[config.mk]
export PLATFORM = sky130hd
export DESIGN_NAME = execute_md_unit
export DESIGN_NICKNAME = d
export VERILOG_FILES = /design/src/rtl/execute_md_unit.sv
export SDC_FILE = /design/constraint.sdc
export NUM_CORES = 2
export LEC_CHECK = 0
export CORE_UTILIZATION = 40
export DETAILED_ROUTE_END_ITERATION = 16
export HOLD_SLACK_MARGIN = 0.12
export SLEW_MARGIN = 40
export SYNTH_ARGS = -nofsm -noshare
export SYNTH_HDL_FRONTEND = slang
export SYNTH_SLANG_ARGS = --single-unit
[constraint.sdc]
create_clock -name Clk -period 11.6 [get_ports Clk]
set_input_delay 1.16 -clock Clk [delete_from_list [all_inputs] [get_ports Clk]]
set_output_delay 1.16 -clock Clk [all_outputs]
set_load 0.005 [all_outputs]
[src/rtl/execute_md_unit.sv]
// Execute stage: single-cycle ALU plus an iterative shift-add multiplier /
// restoring divider that owns the architectural HI/LO pair.
module execute_md_unit #(
    parameter int DATA_W = 32,
    parameter int REG_W  = 5
) (
    input  logic              Clk,
    input  logic              Reset,
    input  logic              InValid,
    output logic              InReady,
    input  logic              FlushIn,
    input  logic [3:0]        OpIn,
    input  logic [DATA_W-1:0] AIn,
    input  logic [DATA_W-1:0] BIn,
    input  logic [REG_W-1:0]  DestRegIn,
    input  logic              RegWriteIn,
    input  logic [DATA_W-1:0] PCValueIn,
    input  logic [DATA_W-1:0] SignExtendOffsetIn,
    output logic              OutValid,
    output logic [DATA_W-1:0] ResultOut,
    output logic [REG_W-1:0]  DestRegOut,
    output logic              RegWriteOut,
    output logic [DATA_W-1:0] BranchTargetOut,
    output logic [DATA_W-1:0] HiOut,
    output logic [DATA_W-1:0] LoOut
);

    localparam int CNT_W = $clog2(DATA_W + 1);

    localparam logic [3:0] OP_ADD  = 4'd0,  OP_SUB  = 4'd1,  OP_AND  = 4'd2,  OP_OR   = 4'd3;
    localparam logic [3:0] OP_XOR  = 4'd4,  OP_SLT  = 4'd5,  OP_MOVZ = 4'd6,  OP_MOVN = 4'd7;
    localparam logic [3:0] OP_MULT = 4'd8,  OP_DIV  = 4'd10, OP_DIVU = 4'd11;
    localparam logic [3:0] OP_MADD = 4'd12, OP_MSUB = 4'd13, OP_MFHI = 4'd14, OP_MFLO = 4'd15;

    typedef enum logic {IDLE, ITER} state_t;

    state_t              state;
    logic [CNT_W-1:0]    count;
    logic [3:0]          op_q;
    logic [DATA_W-1:0]   mag_a, mag_b, a_raw;
    logic                neg_q, neg_r, b_zero;
    logic [2*DATA_W-1:0] acc;
    logic [REG_W-1:0]    dest_q;

    logic                accept, is_iter, is_div, signed_in, a_neg, b_neg;
    logic [DATA_W-1:0]   mag_a_in, mag_b_in, alu_res;
    logic                alu_rw;

    logic [DATA_W:0]     mul_sum, div_shift, div_diff;
    logic                div_ge;
    logic [2*DATA_W-1:0] mul_next, div_next, prod_s, fin;
    logic [DATA_W-1:0]   quo, rem;

    assign InReady   = (state == IDLE);
    assign accept    = InValid & InReady & ~FlushIn;
    assign is_iter   = (OpIn >= OP_MULT) && (OpIn <= OP_MSUB);
    assign is_div    = (OpIn == OP_DIV) || (OpIn == OP_DIVU);
    assign signed_in = (OpIn == OP_MULT) || (OpIn == OP_DIV) || (OpIn == OP_MADD) || (OpIn == OP_MSUB);
    assign a_neg     = signed_in & AIn[DATA_W-1];
    assign b_neg     = signed_in & BIn[DATA_W-1];
    assign mag_a_in  = a_neg ? -AIn : AIn;
    assign mag_b_in  = b_neg ? -BIn : BIn;

    always_comb begin
        alu_res = '0;
        alu_rw  = RegWriteIn;
        case (OpIn)
            OP_ADD:  alu_res = AIn + BIn;
            OP_SUB:  alu_res = AIn - BIn;
            OP_AND:  alu_res = AIn & BIn;
            OP_OR:   alu_res = AIn | BIn;
            OP_XOR:  alu_res = AIn ^ BIn;
            OP_SLT:  alu_res = {{(DATA_W-1){1'b0}}, ($signed(AIn) < $signed(BIn))};
            OP_MOVZ: begin alu_res = AIn; alu_rw = (BIn == '0); end
            OP_MOVN: begin alu_res = AIn; alu_rw = (BIn != '0); end
            OP_MFHI: alu_res = HiOut;
            OP_MFLO: alu_res = LoOut;
            default: ;
        endcase
    end

    // One iteration of each engine; the final step is folded into the
    // sign-fix / accumulate so HI/LO land on the edge the count hits zero.
    always_comb begin
        mul_sum   = {1'b0, acc[2*DATA_W-1:DATA_W]} + (acc[0] ? {1'b0, mag_a} : '0);
        mul_next  = {mul_sum, acc[DATA_W-1:1]};
        div_shift = acc[2*DATA_W-1:DATA_W-1];
        div_diff  = div_shift - {1'b0, mag_b};
        div_ge    = (div_shift >= {1'b0, mag_b});
        div_next  = {(div_ge ? div_diff[DATA_W-1:0] : div_shift[DATA_W-1:0]), acc[DATA_W-2:0], div_ge};
        prod_s    = neg_q ? -mul_next : mul_next;
        quo       = div_next[DATA_W-1:0];
        rem       = div_next[2*DATA_W-1:DATA_W];
        fin       = prod_s;
        case (op_q)
            OP_MADD: fin = {HiOut, LoOut} + prod_s;
            OP_MSUB: fin = {HiOut, LoOut} - prod_s;
            OP_DIV, OP_DIVU: begin
                if (b_zero) fin = {a_raw, {DATA_W{1'b1}}};
                else        fin = {(neg_r ? -rem : rem), (neg_q ? -quo : quo)};
            end
            default: ;
        endcase
    end

    always_ff @(posedge Clk) begin
        if (Reset) begin
            state           <= IDLE;
            count           <= '0;
            op_q            <= '0;
            mag_a           <= '0;
            mag_b           <= '0;
            a_raw           <= '0;
            neg_q           <= 1'b0;
            neg_r           <= 1'b0;
            b_zero          <= 1'b0;
            acc             <= '0;
            dest_q          <= '0;
            OutValid        <= 1'b0;
            ResultOut       <= '0;
            DestRegOut      <= '0;
            RegWriteOut     <= 1'b0;
            BranchTargetOut <= '0;
            HiOut           <= '0;
            LoOut           <= '0;
        end else begin
            OutValid <= 1'b0;
            case (state)
                IDLE: begin
                    if (accept) begin
                        BranchTargetOut <= PCValueIn + (SignExtendOffsetIn << 2);
                        if (is_iter) begin
                            state  <= ITER;
                            count  <= CNT_W'(DATA_W);
                            op_q   <= OpIn;
                            mag_a  <= mag_a_in;
                            mag_b  <= mag_b_in;
                            a_raw  <= AIn;
                            b_zero <= (BIn == '0);
                            neg_q  <= a_neg ^ b_neg;
                            neg_r  <= a_neg;
                            dest_q <= DestRegIn;
                            acc    <= is_div ? {{DATA_W{1'b0}}, mag_a_in} : {{DATA_W{1'b0}}, mag_b_in};
                        end else begin
                            OutValid    <= 1'b1;
                            ResultOut   <= alu_res;
                            DestRegOut  <= DestRegIn;
                            RegWriteOut <= alu_rw;
                        end
                    end
                end
                ITER: begin
                    if (FlushIn) begin
                        state <= IDLE;
                    end else begin
                        acc   <= (op_q == OP_DIV || op_q == OP_DIVU) ? div_next : mul_next;
                        count <= count - 1'b1;
                        if (count == CNT_W'(1)) begin
                            state          <= IDLE;
                            {HiOut, LoOut} <= fin;
                            OutValid       <= 1'b1;
                            ResultOut      <= '0;
                            RegWriteOut    <= 1'b0;
                            DestRegOut     <= dest_q;
                        end
                    end
                end
                default: state <= IDLE;
            endcase
        end
    end

endmodule

==> out/summary.json <==
{
  "worst_setup_path": {
    "worst_setup_path_startpoint": "acc[1]",
    "worstPathArrival_ns": 9.01,
    "worst_setup_path_endpoint": "HiOut[31]",
    "reg2reg_setup_slack_ns": 3.08,
    "cp_data_required_time_ns": 12.09,
    "worstReg2RegEnd": "HiOut[31]",
    "regToRegStartpoint": "acc[1]",
    "cpMaxStageDelayCell": "sky130_fd_sc_hd__nor4_1",
    "timing.critical_path.slowest_cell_delay_ns": 0.71,
    "critical_path_class": "reg -> reg",
    "crit_fanout": 11,
    "critical_path.endpoint_type": "flip-flop",
    "critical_path.startpoint_type": "flip-flop",
    "worst-r2r-cell-count": 29
  },
  "routing": {
    "vias": 37000,
    "finalWirelength_mm": 148,
    "route.detailed.wl_per_inst_microns": 25.2,
    "first_iter_violations": 4201,
    "drt_via_density": 6.32,
    "detail-route-antenna-nets": 0,
    "dr.pass1.iters": 6,
    "route.detailed.drc": 0
  },
  "yosys": {
    "synth_seq_area_share": 0.189,
    "synth_edf_count": 0,
    "syn-mean-instance-area_sq_um": 7.07,
    "synth_top_cell_area_share": 0.189,
    "most_used_flip_flop_cell_after_synthesis": "sky130_fd_sc_hd__dfxtp_1",
    "yosys_warnings": 0,
    "top_cells_by_instance_count_after_synthesis": "576 x sky130_fd_sc_hd__nand2_1, 470 x sky130_fd_sc_hd__nor2_1, 437 x sky130_fd_sc_hd__a21oi_1, 313 x sky130_fd_sc_hd__dfxtp_1, 286 x sky130_fd_sc_hd__clkbuf_1",
    "most_repeated_cell_in_the_gate_level_netlist_after_synthesis": "sky130_fd_sc_hd__nand2_1",
    "synth.area.top_cells": "sky130_fd_sc_hd__dfxtp_1 19%, sky130_fd_sc_hd__ha_1 9.8%, sky130_fd_sc_hd__a21oi_1 6.6%, sky130_fd_sc_hd__nand2_1 6.5%, sky130_fd_sc_hd__xnor2_1 6.3%",
    "synth.distinct_cells": 98,
    "syn_area_sq_um": 33100,
    "synth.net_count": 5092,
    "async_flop_share": 0,
    "syn-instance-count": 4685,
    "synth_top_area_cell": "sky130_fd_sc_hd__dfxtp_1",
    "postSynthRegisterBits": 313
  },
  "floorplanning": {
    "chipHeight_microns": 290,
    "io-pin-count": 278,
    "initial_core_utilization": 0.404,
    "fp.dieW_microns": 290,
    "design.core.area_sq_um": 82000,
    "num_rows": 105,
    "dieArea_sq_um": 83900
  },
  "cts": {
    "clockBufferDepth": 3,
    "tritoncts": "done",
    "postCtsSetupBuffers": 0,
    "cts_made_buffers": 42,
    "postCtsHoldBufs": 0,
    "postCtsResizedCells": 0,
    "cts.reportedPaths.clkPinSlew_ns": 0.06,
    "clock_insertion_delay_worst_skew_ns": 0.62,
    "h_tree_depth": 2,
    "clock_tree.root_cell": "sky130_fd_sc_hd__clkbuf_16",
    "cts_sinks": 313
  },
  "grt": {
    "globalRouteMet3Util": 0.0687,
    "grt_pass1_vias": 33600,
    "grt_start_max_net_pins": 120,
    "groute.usage.overall": 0.342,
    "globalRoute.busiestLayer": "met2",
    "antenna_violations_before_repair": 11,
    "grt_first_pass_wirelength_mm": 216,
    "overflow": 0,
    "global_route.usage.met1": 0.455,
    "use_met2": 0.525
  },
  "run_status": {
    "run_status": "complete, no violations"
  },
  "min_path": {
    "min_path_type": "reg -> reg"
  },
  "timing": {
    "grt_setup_unrepaired": "no",
    "tightestPinTransition_ns": 0.943,
    "final.setup.tns_ns": 0,
    "achievable-frequency_mhz": 117,
    "clock_skew_ns": 0.0244,
    "finalWorstPathRequiredPeriod_ns": 8.52,
    "timing.final.crit_share": 0.735,
    "timing_hold_violations_final": 0,
    "setup-violations-final": 0,
    "setup_ws_ns": 3.08,
    "timing.max_slew.rel_slack": 0.353,
    "final-max-slew-violation-count": 0
  },
  "place": {
    "gp_congestion": 1.02,
    "dp_hpwl_mm": 114,
    "port_buffers": 275,
    "detailedPlace.worstSlack_ns": 3.19
  },
  "pwr": {
    "ir_worst_vdd_uv": 104,
    "net-switching-power_mw": 1.47,
    "pwr-share-seq": 0.297,
    "pwr-share-comb": 0.334,
    "ratio_of_total_power_to_cell_area_nw_per_um2": 102,
    "power_report.internal_total_mw": 2.44,
    "clock_power_share": 0.369,
    "p_leak_nw": 14.9,
    "netSwitchingFraction": 0.376
  },
  "layout": {
    "drive_gt1_frac": 0.0458,
    "design.final.nets": 5160,
    "area_delta_synth_final_pct": 15.4
  },
  "job": {
    "timing.max_cap.violations": 0
  }
}
## routing by layer
layer  routed length (microns)  vias to the layer above
met5                        69                        -
met4                      7900                        4
met3                     15000                      320
met2                     63800                     1894
met1                     61100                    17600
li1                          -                    17200
## worst max-delay path: cells and delay by family (launching register included)
family,cells,cell delay (ns)
AOI/OAI and AO/OA,12,2.86
and+or+nand+nor,11,3.10
DFF,1,0.43
buffers and inverters,1,0.24
xor gates and xnor gates,3,1.03
adders and majority gates,2,0.75
## placed cells by master (no fill, tap or decap), types with 33 or more instances in the layout
cell type                         Yosys  routed
sky130_fd_sc_hd__o21ai_0            256     256
sky130_fd_sc_hd__xnor2_1            240     239
sky130_fd_sc_hd__nand4_1             36      36
sky130_fd_sc_hd__and3_1              34      34
sky130_fd_sc_hd__nor2_1             470     460
sky130_fd_sc_hd__xor2_1             117     117
sky130_fd_sc_hd__a31oi_1             78      78
sky130_fd_sc_hd__nor4_1              37      34
sky130_fd_sc_hd__a21o_1              92      92
sky130_fd_sc_hd__nand2_1            576     573
sky130_fd_sc_hd__clkdlybuf4s50_1      0     273
sky130_fd_sc_hd__inv_1              190     190
sky130_fd_sc_hd__nand2b_1            34      33
sky130_fd_sc_hd__a311oi_1            45      44
sky130_fd_sc_hd__clkbuf_16            0      42
sky130_fd_sc_hd__or3_1               35      35
sky130_fd_sc_hd__nor2b_1             35      35
sky130_fd_sc_hd__buf_4                1      57
sky130_fd_sc_hd__and2_1              62      61
sky130_fd_sc_hd__o21bai_1            39      39
sky130_fd_sc_hd__ha_1               259     259
sky130_fd_sc_hd__a221oi_1            52      52
sky130_fd_sc_hd__a211oi_1           145     145
sky130_fd_sc_hd__o31ai_1             45      45
sky130_fd_sc_hd__a21oi_1            437     436
sky130_fd_sc_hd__dfxtp_1            313     312
sky130_fd_sc_hd__nand3_1             88      86
sky130_fd_sc_hd__mux2i_1             73      66
sky130_fd_sc_hd__o221ai_1            37      37
sky130_fd_sc_hd__nor3_1             124     122
## cells by family after synthesis
kind of cell,after synthesis,share of synthesized area
compound gates,1524,0.303
xor+xnor,358,0.0951
fa+ha+maj,265,0.101
buf+inv,506,0.0580
mux,78,0.0238
simple gates,1641,0.230
flops,313,0.189
## layout make-up
| cell class | instances | area (sq um) |
|---|---|---|
| antenna | 6 | 15.0 |
| clock buffer | 53 | 1170 |
| clock inverter | 24 | 322 |
| fill | 8525 | 43800 |
| inverter | 194 | 728 |
| multi-input combinational | 3866 | 25100 |
| sequential | 313 | 6270 |
| tap | 1070 | 1340 |
| timing repair buffer | 336 | 3260 |
## registers in the layout, summed over array words and instances, names as in the netlist
name / cells
neg_r: 1
mag_b: 32
ResultOut: 32
BranchTargetOut: 32
OutValid: 1
mag_a: 32
dest_q: 5
a_raw: 31
b_zero: 1
op_q: 4
LoOut: 32
acc: 64
HiOut: 32
DestRegOut: 5
count: 6
state: 1
RegWriteOut: 1
neg_q: 1
## worst min-delay path by stage
| stage | start | to | slack (ns) | cells after the start |
|---|---|---|---|---|
| floorplan | a_raw[10] | a_raw[10] | 0.43 | 2 |
| global placement | BranchTargetOut[19] | BranchTargetOut[19] | 0.44 | 2 |
| detailed placement | BranchTargetOut[18] | BranchTargetOut[18] | 0.45 | 2 |
| CTS | BranchTargetOut[18] | BranchTargetOut[18] | 0.45 | 2 |
| global route | BranchTargetOut[25] | BranchTargetOut[25] | 0.47 | 2 |
| finish | BranchTargetOut[23] | BranchTargetOut[23] | 0.45 | 2 |
## stage by stage
stage           util  total power [mW]  std cells  instance area (sq um)  hold slack [ns]
3_5_place_dp   0.447              2.45       5779                  36700            0.447
4_1_cts        0.466              3.89       5856                  38200            0.454
2_1_floorplan      -              2.02       4685                  33100            0.431
3_3_place_gp   0.446              2.44       5777                  36600            0.438
6_report       0.466              3.91       5862                  38200            0.450
5_1_grt        0.466              4.06       5856                  38200            0.473
## power by group through the flow
stage          logic [mW]  registers, mW  clock network [mW]
2_1_floorplan       0.872           1.15                   0
3_3_place_gp         1.26           1.18                   0
3_5_place_dp         1.27           1.18                   0
4_1_cts              1.27           1.16                1.46
5_1_grt              1.41           1.16                1.50
6_report             1.30           1.16                1.44
No activity file was read; power rests on OpenSTA's default activity.
